`src/rtl/uart_pkg.sv`:
```
// Shared UART definitions: FSM state encoding and default framing constants.
// Used by uart_tx_drain today and by uart_rx later.
package uart_pkg;

  localparam int DEF_DBIT    = 8;
  localparam int DEF_SB_TICK = 16;
  localparam int OVERSAMPLE  = 16;

  typedef enum logic [2:0] {
    IDLE   = 3'd0,
    START  = 3'd1,
    DATA   = 3'd2,
    PARITY = 3'd3,
    STOP   = 3'd4
  } uart_state_t;

endpackage

```
`src/rtl/baud_gen.sv`:
```
// Oversample tick generator: one-clk tick every BAUD_DIV clocks.
// clr restarts the count so a frame's first bit is a full bit long.
module baud_gen #(
  parameter int BAUD_DIV = 163
) (
  input  logic clk,
  input  logic reset,
  input  logic clr,
  output logic tick
);

  localparam int            CW   = (BAUD_DIV > 1) ? $clog2(BAUD_DIV) : 1;
  localparam logic [CW-1:0] LAST = CW'(BAUD_DIV - 1);

  logic [CW-1:0] count;

  always_ff @(posedge clk or posedge reset) begin
    if (reset)                     count <= '0;
    else if (clr || count == LAST) count <= '0;
    else                           count <= count + 1'b1;
  end

  assign tick = (count == LAST);

endmodule

```
`src/rtl/uart_tx_drain.sv`:
```
// Pops bytes from a show-ahead FIFO and sends each as an 8N1-style UART frame.
// Define UART_TX_PARITY_EN to insert one parity bit (sense set by PAR_ODD).
import uart_pkg::*;

module uart_tx_drain #(
  parameter int DBIT     = DEF_DBIT,
  parameter int SB_TICK  = DEF_SB_TICK,
  parameter int BAUD_DIV = 163,
  parameter int PAR_ODD  = 0
) (
  input  logic            clk,
  input  logic            reset,
  input  logic            tx_en,
  input  logic            fifo_empty,
  input  logic [DBIT-1:0] fifo_rdata,
  output logic            fifo_rd,
  output logic            tx,
  output logic            tx_busy,
  output logic            tx_done_tick
);

  localparam int            NW          = (DBIT > 1) ? $clog2(DBIT) : 1;
  localparam logic [NW-1:0] N_LAST      = NW'(DBIT - 1);
  localparam logic [4:0]    S_BIT_LAST  = 5'(OVERSAMPLE - 1);
  localparam logic [4:0]    S_STOP_LAST = 5'(SB_TICK - 1);

  if (PAR_ODD < 0 || PAR_ODD > 1) begin : g_par_odd_range
    $error("uart_tx_drain: PAR_ODD must be 0 or 1");
  end

  uart_state_t     state;
  logic [4:0]      s;
  logic [NW-1:0]   n;
  logic [DBIT-1:0] b;
  logic            tick;
`ifdef UART_TX_PARITY_EN
  logic            par;
`endif

  // Reset gating keeps the pop strobe quiet even though state already reads IDLE.
  assign fifo_rd = (state == IDLE) & tx_en & ~fifo_empty & ~reset;

  baud_gen #(.BAUD_DIV(BAUD_DIV)) u_baud (
    .clk   (clk),
    .reset (reset),
    .clr   (fifo_rd),
    .tick  (tick)
  );

  // tx is loaded with the value of the state being entered, so it is glitch-free.
  always_ff @(posedge clk or posedge reset) begin
    if (reset) begin
      state        <= IDLE;
      tx           <= 1'b1;
      tx_busy      <= 1'b0;
      tx_done_tick <= 1'b0;
      s            <= '0;
      n            <= '0;
      b            <= '0;
`ifdef UART_TX_PARITY_EN
      par          <= 1'b0;
`endif
    end else begin
      tx_done_tick <= 1'b0;
      case (state)
        IDLE: begin
          if (fifo_rd) begin
            state   <= START;
            tx_busy <= 1'b1;
            tx      <= 1'b0;
            b       <= fifo_rdata;
            s       <= '0;
            n       <= '0;
`ifdef UART_TX_PARITY_EN
            par     <= (^fifo_rdata) ^ (PAR_ODD != 0);
`endif
          end
        end
        START: begin
          if (tick) begin
            if (s == S_BIT_LAST) begin
              state <= DATA;
              s     <= '0;
              n     <= '0;
              tx    <= b[0];
            end else begin
              s <= s + 5'd1;
            end
          end
        end
        DATA: begin
          if (tick) begin
            if (s == S_BIT_LAST) begin
              s <= '0;
              b <= b >> 1;
              if (n == N_LAST) begin
`ifdef UART_TX_PARITY_EN
                state <= PARITY;
                tx    <= par;
`else
                state <= STOP;
                tx    <= 1'b1;
`endif
              end else begin
                n  <= n + 1'b1;
                tx <= b[1];
              end
            end else begin
              s <= s + 5'd1;
            end
          end
        end
`ifdef UART_TX_PARITY_EN
        PARITY: begin
          if (tick) begin
            if (s == S_BIT_LAST) begin
              state <= STOP;
              s     <= '0;
              tx    <= 1'b1;
            end else begin
              s <= s + 5'd1;
            end
          end
        end
`endif
        STOP: begin
          if (tick) begin
            if (s == S_STOP_LAST) begin
              state        <= IDLE;
              tx_busy      <= 1'b0;
              tx_done_tick <= 1'b1;
              s            <= '0;
              tx           <= 1'b1;
            end else begin
              s <= s + 5'd1;
            end
          end
        end
        default: begin
          state   <= IDLE;
          tx_busy <= 1'b0;
          tx      <= 1'b1;
        end
      endcase
    end
  end

endmodule

```
`config.mk`:
```
export PLATFORM = sky130hd
export DESIGN_NAME = uart_tx_drain
export DESIGN_NICKNAME = d
export VERILOG_FILES = /design/src/rtl/uart_pkg.sv /design/src/rtl/baud_gen.sv /design/src/rtl/uart_tx_drain.sv
export SDC_FILE = /design/constraint.sdc
export NUM_CORES = 1
export LEC_CHECK = 0
export ABC_AREA = 1
export BUFFER_PORTS_ARGS = -buffer_cell sky130_fd_sc_hd__buf_2
export CAP_MARGIN = 25
export CORE_ASPECT_RATIO = 0.8
export CORE_MARGIN = 4
export CORE_UTILIZATION = 35
export CTS_CLUSTER_DIAMETER = 150
export DETAILED_ROUTE_END_ITERATION = 8
export PLACE_DENSITY = 0.57
export SYNTH_ARGS = -nofsm -noshare
export SYNTH_HDL_FRONTEND = slang
export SYNTH_SLANG_ARGS = --single-unit
```
`constraint.sdc`:
```
create_clock -name clk -period 1.4 [get_ports clk]
set_input_delay 0.14 -clock clk [delete_from_list [all_inputs] [get_ports clk]]
set_output_delay 0.14 -clock clk [all_outputs]
set_load 0.05 [all_outputs]
```
==> reports/qor.yml <==
status:
  status: "finished, violations left"
  violations: "negative setup slack"
final_layout:
  fin_cells: 344
  layout_commonest_cell: "nand2_1"
  nNetsFinal: 300
  num_antenna_cells: 0
  drive_above_1_share: 0.514
  seq_area_um2: 753
  final_area_um2: 2650
  synthToLayoutAreaGrowth_pct: 53.9
  fill_cells: 431
  layout_common_cells: "nand2_1 (45), buf_4 (33), dfrtp_1 (28), inv_1 (18), nand2_4 (16)"
  multi_input_area_um2: 1120
hold_path:
  min_from: "fifo_rdata[7]"
  hold_depth: 3
  hold_path.class: "primary input to flip-flop"
global_route:
  gr-total-overflow: 0
  antenna_found_initial: 0
  grt_pass1_vias: 1496
  grt_usage: 0.142
  grt_max_degree: 31
  grt_pass1_wl_mm: 6.87
synthesis:
  yosysTopAreaCellShare: 0.422
  synth_fp_nets: 239
  seq_area_frac_synth: 0.437
  yosys.area.top_type: "dfrtp_1"
  synthDistinctLibCells: 26
  synth.avg_cell_area_um2: 7.75
  ys_seq_elements: 30
  yosys-top-cells-area: "dfrtp_1 (42%), nand2_1 (14%), inv_1 (6.1%)"
  synth_area_um2: 1720
  synth_cells: 222
  yosysWarnings: 0
power:
  power_leakage_nw: 1.36
  peakVddDrop_v: 0.000868
  p_per_area_nw_per_um2: 1970
place:
  gp_congestion: 0.758
  hpwlAfterDp_mm: 2.53
  io_buffers: 15
  place_area_um2: 2030
  placedCellCount: 320
clocking:
  cts_buffer_depth: 2
  clock-sinks: 30
  clk_latency_ns: 0.29
  h-tree-depth: 2
  numCtsBuffers: 5
  path_clk_slew_ns: 0.07
  clockRootBuffer: "clkbuf_8"
  cts_tree: "built"
timing:
  hold_viol: 0
  setup_ws_ns: -0.0931
  rsz0062_at_grt: "yes"
  slew_headroom: 0.734
  setup_violations: 19
  drv_slew: 0
  max_freq_mhz: 670
  clock_skew_ns: 0.00681
  fin_crit_sh: 1.07
  tightest_slew_ns: 0.399
  post-route-min-period_ns: 1.49
worst_setup_path:
  path_class: "flip-flop to flip-flop"
  path_cells: "inv_1, ha_2, nand2_2, nor2_4, nand2_4, nand2_8, nand3_4, nor2_2, nand2_1, nand2_1"
  cp-end-kind: "flip-flop"
  cp_max_fo: 5
  required_ns: 1.63
  max_stage_delay_ns: 0.38
  crit_path_start: "u_baud.count[0]$_DFF_PP0_"
  worstPathArrival_ns: 1.72
  critPathSlowestCell: "dfrtp_1"
  rr_worst_depth: 10
  crit_path_start_kind: "flip-flop"
  r2r_start: "u_baud.count[0]$_DFF_PP0_"
  path_common_cell: "nand2_1"
floorplanning:
  pin_count: 16
  die_area_um2: 6110
  core_area_um2: 4680
  die_y_um: 70.7
  die_w_um: 86.4
  start_util: 0.368
  rows: 22
route:
  routed_via_density: 4.68
  vias: 1609
  wl_per_cell_um: 12.5
  drt_wl_total_mm: 4.30
  drt_iter0_drc: 57
  antenna_left: 0
  drcViolationCount: 0
  dr.pass1.iters: 4
flow_run:
  max-cap-violations: 0
## Yosys cell counts
cell / count
nand2_1: 66
dfrtp_1: 29
inv_1: 28
nor2_1: 19
nand3_1: 18
o21ai_0: 10
nand2_2: 9
o21ai_2: 8
a21oi_1: 5
ha_1: 5
nor2_2: 3
nor3b_1: 3
inv_2: 2
inv_4: 2
nand2_4: 2
nand3_2: 2
o21ai_1: 2
buf_12: 1
buf_2: 1
buf_6: 1
dfstp_2: 1
nand4_1: 1
nand4_2: 1
nor3_1: 1
o211ai_1: 1
xnor2_1: 1
## critical path: cells and delay by family (launching register included)
family                   cells  cell delay [ns]
AND/OR/NAND/NOR              8             0.83
flip-flops                   1             0.38
adder cells (fa/ha/maj)      1             0.16
buffers and inverters        1             0.06
## sequential cells by signal, indices dropped and copies added, names as in the netlist
signal	cells
n	3
s	5
tx	1
tx_busy	1
tx_done_tick	1
b	8
u_baud.count	8
state	3
## through the flow
stage                     total power, mW  setup slack [ns]  TNS [ns]  utilization  hold slack [ns]
after global routing                 5.61            -0.197     -2.54        0.566           0.0962
after floorplan                      2.85           0.00246         0            -            0.230
final                                5.22           -0.0931    -0.799        0.566            0.110
after detailed placement             3.56            -0.113     -1.23        0.434            0.261
after global placement               3.55            -0.113     -1.56        0.434            0.260
after CTS                            4.79           -0.0431    -0.160        0.511           0.0986
## kinds of logic (layout without fill, tap and decap cells)
family | Yosys count | after routing | share of synthesized area
xor gates and xnor gates | 1 | 1 | 0.00509
DFF | 30 | 30 | 0.437
buffers and inverters | 35 | 97 | 0.0938
AOI/OAI and AO/OA | 26 | 26 | 0.0945
and+or+nand+nor | 125 | 125 | 0.333
adders and majority gates | 5 | 5 | 0.0364
## per-layer routing
metal  part of all wire  vias to the layer above  global-route usage  wire (um)
li1                   -                      826                   -          -
met1               0.46                      747               0.190       1980
met2               0.49                       29               0.220       2100
met3              0.033                        7              0.0349        143
met4              0.018                        0              0.0536         77
met5                  0                        -                   0          0
## report_power, final
| part | switching [mW] | leakage [nW] | total (mW) | internal [mW] |
|---|---|---|---|---|
| Sequential | 0.247 | 0.368 | 1.50 | 1.25 |
| Combinational | 1.62 | 0.938 | 2.89 | 1.27 |
| Clock | 0.340 | 0.0575 | 0.836 | 0.496 |
## worst paths after layout
kind / to / slack, ns
setup reg to reg: n[2]$_DFFE_PP0P_ / -0.09
hold / removal: b[7]$_DFFE_PP0P_ / 0.11
setup / recovery: n[2]$_DFFE_PP0P_ / -0.09
min in group asynchronous: state[0]$_DFFE_PP0P_ / 0.49
hold reg to reg: tx$_DFFE_PP1P_ / 0.46
max in group asynchronous: tx$_DFFE_PP1P_ / 0.60
## cell type report
| type | instances | share of cell area |
|---|---|---|
| multi-input combinational | 157 | 0.424 |
| sequential | 30 | 0.284 |
| timing repair buffer | 56 | 0.159 |
| inverter | 32 | 0.0558 |
| clock buffer | 8 | 0.0416 |
| tap | 60 | 0.0284 |
| timing repair inverter | 1 | 0.00614 |
## what timing repair did
action | in CTS | in global routing
hold buffers | 1 | 0
endpoints found under the setup margin | 28 | 25
resized for setup | 60 | 55
cloned | 1 | 0
endpoints found under the hold margin | 29 | 0
pin swaps | 13 | 17
setup buffers | 8 | 7
Note: power is estimated with default switching activity, not from simulation.
